`config.mk`:
```
export PLATFORM = sky130hd
export DESIGN_NAME = pico_sdram_bridge
export DESIGN_NICKNAME = d
export VERILOG_FILES = /design/src/rtl/pico_sdram_bridge_pkg.sv /design/src/rtl/pico_sdram_bridge.sv
export SDC_FILE = /design/constraint.sdc
export NUM_CORES = 1
export LEC_CHECK = 0
export CAP_MARGIN = 20
export CORE_UTILIZATION = 39
export DETAILED_ROUTE_END_ITERATION = 6
export PLACE_DENSITY = 0.66
export SYNTH_ARGS = -nofsm -noshare
export SYNTH_HDL_FRONTEND = slang
export SYNTH_SLANG_ARGS = --single-unit
```
`constraint.sdc`:
```
create_clock -name clk -period 1.9 [get_ports clk]
set_input_delay 0.38 -clock clk [delete_from_list [all_inputs] [get_ports clk]]
set_output_delay 0.38 -clock clk [all_outputs]
set_load 0.02 [all_outputs]
```
`src/rtl/pico_sdram_bridge_pkg.sv`:
```
// rtl/pico_sdram_bridge_pkg.sv - register map, status/command bits and FSM states for pico_sdram_bridge
package pico_sdram_bridge_pkg;

    localparam logic [3:0] OFS_ADDR0  = 4'd0;
    localparam logic [3:0] OFS_ADDR1  = 4'd1;
    localparam logic [3:0] OFS_ADDR2  = 4'd2;
    localparam logic [3:0] OFS_DATA0  = 4'd4;
    localparam logic [3:0] OFS_DATA1  = 4'd5;
    localparam logic [3:0] OFS_DATA2  = 4'd6;
    localparam logic [3:0] OFS_DATA3  = 4'd7;
    localparam logic [3:0] OFS_CMD    = 4'd8;
    localparam logic [3:0] OFS_STATUS = 4'd9;

    localparam int ST_BUSY    = 0;
    localparam int ST_DONE    = 1;
    localparam int ST_TIMEOUT = 2;
    localparam int ST_OVERRUN = 3;

    localparam int CMD_WE      = 0;
    localparam int CMD_AUTOINC = 1;

    typedef enum logic [1:0] {
        S_IDLE    = 2'd0,
        S_REQ     = 2'd1,
        S_RECOVER = 2'd2
    } state_t;

    // Offsets whose writes are frozen (and flag overrun) while a request is outstanding
    function automatic logic is_cfg_ofs(input logic [3:0] ofs);
        return (ofs <= OFS_CMD) && (ofs != 4'd3);
    endfunction

endpackage

```
`src/rtl/pico_sdram_bridge.sv`:
```
// rtl/pico_sdram_bridge.sv - byte-wide PicoBlaze port-I/O front end issuing single 32-bit SDRAM requests
module pico_sdram_bridge
    import pico_sdram_bridge_pkg::*;
#(
    parameter logic [3:0] BASE_NIBBLE    = 4'hC,
    parameter int         TIMEOUT_CYCLES = 1024,
    parameter int         TIMEOUT_W      = 11
) (
    input  logic        clk,
    input  logic        reset,
    input  logic [7:0]  port_id,
    input  logic        write_strobe,
    input  logic        read_strobe,
    input  logic [7:0]  out_port,
    output logic [7:0]  in_port,
    output logic        sdram_stb,
    output logic        sdram_we,
    output logic [23:0] sdram_addr,
    output logic [31:0] sdram_wdata,
    input  logic [31:0] sdram_rdata,
    input  logic        sdram_ack
);

    localparam logic [TIMEOUT_W-1:0] TO_LAST = TIMEOUT_W'(TIMEOUT_CYCLES - 1);

    state_t               state;
    logic [23:0]          addr;
    logic [31:0]          wdata;
    logic [31:0]          rdata;
    logic                 we;
    logic                 autoinc;
    logic                 done;
    logic                 timeout;
    logic                 overrun;
    logic [TIMEOUT_W-1:0] count;

    logic       sel;
    logic [3:0] offset;
    logic       wr;
    logic       busy;
    logic [7:0] status;
    logic       unused_read_strobe;

    assign sel    = (port_id[7:4] == BASE_NIBBLE);
    assign offset = port_id[3:0];
    assign wr     = write_strobe & sel;
    assign busy   = (state != S_IDLE);

    // Reads are side-effect free, so the strobe carries no information here
    assign unused_read_strobe = read_strobe;

    assign sdram_addr  = addr;
    assign sdram_wdata = wdata;
    assign sdram_we    = we;

    always_comb begin
        status              = 8'h00;
        status[ST_BUSY]     = busy;
        status[ST_DONE]     = done;
        status[ST_TIMEOUT]  = timeout;
        status[ST_OVERRUN]  = overrun;
    end

    always_comb begin
        in_port = 8'h00;
        if (sel) begin
            case (offset)
                OFS_ADDR0:  in_port = addr[7:0];
                OFS_ADDR1:  in_port = addr[15:8];
                OFS_ADDR2:  in_port = addr[23:16];
                OFS_DATA0:  in_port = rdata[7:0];
                OFS_DATA1:  in_port = rdata[15:8];
                OFS_DATA2:  in_port = rdata[23:16];
                OFS_DATA3:  in_port = rdata[31:24];
                OFS_STATUS: in_port = status;
                default:    in_port = 8'h00;
            endcase
        end
    end

    always_ff @(posedge clk or negedge reset) begin
        if (!reset) begin
            state     <= S_IDLE;
            addr      <= '0;
            wdata     <= '0;
            rdata     <= '0;
            we        <= 1'b0;
            autoinc   <= 1'b0;
            done      <= 1'b0;
            timeout   <= 1'b0;
            overrun   <= 1'b0;
            count     <= '0;
            sdram_stb <= 1'b0;
        end else begin
            // W1C first so that any hardware set later in this block takes priority
            if (wr && offset == OFS_STATUS) begin
                if (out_port[ST_DONE])    done    <= 1'b0;
                if (out_port[ST_TIMEOUT]) timeout <= 1'b0;
                if (out_port[ST_OVERRUN]) overrun <= 1'b0;
            end
            if (wr && busy && is_cfg_ofs(offset)) begin
                overrun <= 1'b1;
            end

            case (state)
                S_IDLE: begin
                    if (wr) begin
                        case (offset)
                            OFS_ADDR0: addr[7:0]    <= out_port;
                            OFS_ADDR1: addr[15:8]   <= out_port;
                            OFS_ADDR2: addr[23:16]  <= out_port;
                            OFS_DATA0: wdata[7:0]   <= out_port;
                            OFS_DATA1: wdata[15:8]  <= out_port;
                            OFS_DATA2: wdata[23:16] <= out_port;
                            OFS_DATA3: wdata[31:24] <= out_port;
                            OFS_CMD: begin
                                we        <= out_port[CMD_WE];
                                autoinc   <= out_port[CMD_AUTOINC];
                                done      <= 1'b0;
                                timeout   <= 1'b0;
                                count     <= '0;
                                sdram_stb <= 1'b1;
                                state     <= S_REQ;
                            end
                            default: ;
                        endcase
                    end
                end
                S_REQ: begin
                    count <= count + TIMEOUT_W'(1);
                    if (sdram_ack) begin
                        if (!we) rdata <= sdram_rdata;
                        if (autoinc) addr <= addr + 24'd1;
                        done      <= 1'b1;
                        sdram_stb <= 1'b0;
                        state     <= S_RECOVER;
                    end else if (count == TO_LAST) begin
                        timeout   <= 1'b1;
                        done      <= 1'b0;
                        sdram_stb <= 1'b0;
                        state     <= S_RECOVER;
                    end
                end
                S_RECOVER: begin
                    state <= S_IDLE;
                end
                default: begin
                    sdram_stb <= 1'b0;
                    state     <= S_IDLE;
                end
            endcase
        end
    end

endmodule

```
==> flow_metrics.py <==
metrics = {
    "status": {
        "status": "finished, violations left",
        "violations": "negative setup slack",
    },
    "clocking": {
        "cts_tree": "built",
        "clkTransAtPathRegs_ps": 70,
        "cts_made_buffers": 9,
        "clk_path_buf_depth": 2,
        "cts.sinks": 107,
        "htree_num_levels": 3,
        "clk-insertion-delay-late_ps": 360,
        "cts_root_buf": "clkbuf_16",
    },
    "yosys": {
        "netlist_instances": 527,
        "mappedNetlistArea_um2": 5620,
        "yosysUniqueCellTypes": 66,
        "avgSynthCellArea_um2": 10.7,
        "ys_warn_count": 0,
        "synth_area_leader_cell": "dfrtp_1",
        "synth.area.top_cells": "dfrtp_1 48%, mux2_2 14%, nor2_1 3.1%",
        "async_reset_ff_frac": 1.00,
        "syn_nets": 582,
        "ys_ff_latch": 107,
        "ys_seq_area_frac": 0.477,
        "synth_top_area_share": 0.477,
        "synth_edf_count": 0,
        "synth_ff_type": "dfrtp_1",
    },
    "detailed_routing": {
        "drt-total-wl_um": 18800,
        "drc": 0,
        "ant_nets": 0,
        "viasPerCell": 5.74,
        "drtIter0Drc": 303,
        "dr.pass1.iters": 5,
        "routedWlPerCell_um": 20.4,
        "num_vias": 5302,
    },
    "timing": {
        "max_clock_freq_mhz": 474,
        "rsz0062_at_grt": "true",
        "period_share": 1.11,
        "finalSetupViolCount": 8,
        "layout_min_cycle_time_ps": 2110,
        "hold_violations": 0,
        "layout_setup_ws_ps": -210,
        "fin_skew_ps": 7.58,
        "maxSlewViolCount": 0,
        "slew_headroom": 0.608,
        "tightest_slew_ps": 587,
        "fin_tns_setup_ps": -1130,
    },
    "critical_path": {
        "reg2reg_depth": 6,
        "path_class": "flip-flop to output port",
        "ff2ff_setup_slack_ps": 90,
        "crit_fanout": 2,
        "start_kind": "flip-flop",
        "arrival_ps": 1730,
        "cp.required_ps": 1520,
        "critPathCaptureType": "output port",
    },
    "placed_design": {
        "dp_hpwl_um": 13400,
        "place.gp.congestion": 0.949,
        "place_ws_ps": -1020,
        "port_buffers": 117,
    },
    "final_layout": {
        "areaGrowthSynthToFinish_pct": 51.8,
        "diodes": 0,
        "final_util": 0.609,
        "nets": 794,
        "drive_gt1_frac": 0.376,
        "fill_cells": 1166,
    },
    "grt": {
        "grt_use_total": 0.265,
        "grt_pass1_vias": 5368,
        "grt_max_degree": 52,
        "grt_pass1_wl_um": 29100,
        "gr-total-overflow": 0,
        "antenna_found_initial": 0,
    },
    "power": {
        "cellPowerDensity_nw_per_um2": 631,
        "peakVddDrop_uv": 561,
        "leakagePower_nw": 3.94,
    },
    "floorplanning": {
        "die_h_um": 122,
        "core_region_area_um2": 14000,
        "dieArea_um2": 14900,
        "chipWidth_um": 122,
        "rows": 43,
        "initial_core_util": 0.401,
        "io_pins": 119,
    },
    "worst_hold_path": {
        "holdCritPathClass": "input port to async pin",
    },
    "flow_run": {
        "maxCapViolCount": 0,
    },
}
cell usage in the layout (no fill, tap or decap), drive strengths merged, types with 3 or more instances in the layout:
| master | netlist | routed |
|---|---|---|
| nor2b | 4 | 4 |
| nand3 | 20 | 20 |
| dfrtp | 107 | 107 |
| nor3 | 7 | 7 |
| or2 | 4 | 4 |
| o31ai | 3 | 3 |
| a2bb2oi | 3 | 3 |
| dlygate4sd2 | 0 | 17 |
| mux2i | 8 | 8 |
| nor4 | 6 | 6 |
| a32oi | 6 | 6 |
| nand2b | 3 | 3 |
| a21o | 4 | 4 |
| and4 | 6 | 6 |
| mux2 | 70 | 70 |
| clkdlybuf4s50 | 0 | 80 |
| o21ai | 22 | 22 |
| a21oi | 29 | 29 |
| o22a | 12 | 12 |
| a22o | 3 | 3 |
| a31oi | 10 | 10 |
| inv | 5 | 10 |
| a41oi | 3 | 3 |
| and3 | 7 | 7 |
| and2 | 3 | 3 |
| xnor2 | 4 | 4 |
| dlymetal6s2s | 0 | 5 |
| nand4 | 16 | 16 |
| buf | 24 | 130 |
| xor2 | 5 | 5 |
| nand2 | 38 | 38 |
| a22oi | 3 | 3 |
| o22ai | 6 | 6 |
| nor2 | 50 | 50 |
| clkbuf | 10 | 9 |
power breakdown:
group	switching [mW]	internal (mW)	total [mW]
registers	0.102	2.40	2.50
clock network	0.929	0.927	1.86
logic	0.493	0.529	1.02
total	1.52	3.85	5.38
registers in the layout (all words and copies together), names as in the netlist:
register and count:
sdram_addr 24, overrun 1, timeout 1, sdram_wdata 32
sdram_stb 1, state 2, count 11, rdata 32
done 1, sdram_we 1, autoinc 1
path summary, 6_finish.rpt:
check                              startpoint        endpoint
worst max-delay path                 rdata[8]      in_port[0]
worst min-delay path                    reset       rdata[28]
worst max register to register  sdram_addr[7]  sdram_addr[20]
worst min register to register      rdata[22]       rdata[22]
max in group asynchronous               reset  sdram_addr[14]
min in group clk                   port_id[3]         overrun
critical path: stages (launching register included):
cell,delay (ps)
dfrtp_1,390
mux4_2,490
a221oi_2,290
nor2_2,60
buf_6,130
area by class of cell:
| type | instances | area, µm² | area share |
|---|---|---|---|
| clock buffers | 9 | 225 | 0.0264 |
| clock inverters | 7 | 65.1 | 0.00763 |
| inverters | 5 | 18.8 | 0.00220 |
| multi-input cells | 381 | 3020 | 0.354 |
| flip-flops and latches | 107 | 2680 | 0.315 |
| well taps | 180 | 225 | 0.0264 |
| repair buffers | 235 | 2290 | 0.268 |
kinds of logic (layout without fill, tap and decap cells):
kind of cell / count (synthesis) / after routing / synth area share
buffers and inverters: 39 / 256 / 0.0334
AO/OA/AOI/OAI: 119 / 119 / 0.143
multiplexers: 80 / 80 / 0.163
flip-flops: 107 / 107 / 0.477
XOR/XNOR: 9 / 9 / 0.0140
AND/OR/NAND/NOR: 171 / 171 / 0.165
adder cells (fa/ha/maj): 2 / 2 / 0.00446
per-stage QoR:
step	hold WS, ps	std cells	total power, mW	area [µm²]
after global placement	341	884	3.44	7720
after CTS	489	916	5.40	8340
after detailed placement	347	884	3.46	7720
final	506	924	5.38	8520
after global routing	525	924	5.60	8520
after floorplan	84.4	527	2.89	5690
per-layer routing:
layer | vias up | track usage | part of all wire
met3 | 53 | 0.0613 | 0.064
met5 | - | 0 | 0
met2 | 233 | 0.418 | 0.47
met1 | 2629 | 0.342 | 0.42
met4 | 0 | 0.127 | 0.041
li1 | 2387 | - | -
Yosys cell counts (4+ instances only):
cell type	n
mux2_2	70
and4_1	6
buf_4	4
nor3_1	6
nand4_1	16
nand3_1	20
xor2_1	5
a32oi_1	6
dfrtp_1	107
nand2_1	36
o22a_1	12
buf_2	19
xnor2_1	4
o21ai_0	21
nor2b_1	4
nor2_1	47
mux2i_1	8
clkbuf_1	8
o22ai_1	6
a31oi_1	10
a21o_1	4
inv_1	5
a21oi_1	29
and3_1	6
timing repair:
item	4_1_cts	5_1_grt
cloned	3	0
pin swaps	23	14
resized for setup	138	29
buffers inserted	12	8
endpoints found under the hold margin	26	0
setup endpoints to repair	84	26
hold buffers	1	0
(Power assumes the default switching activity.)
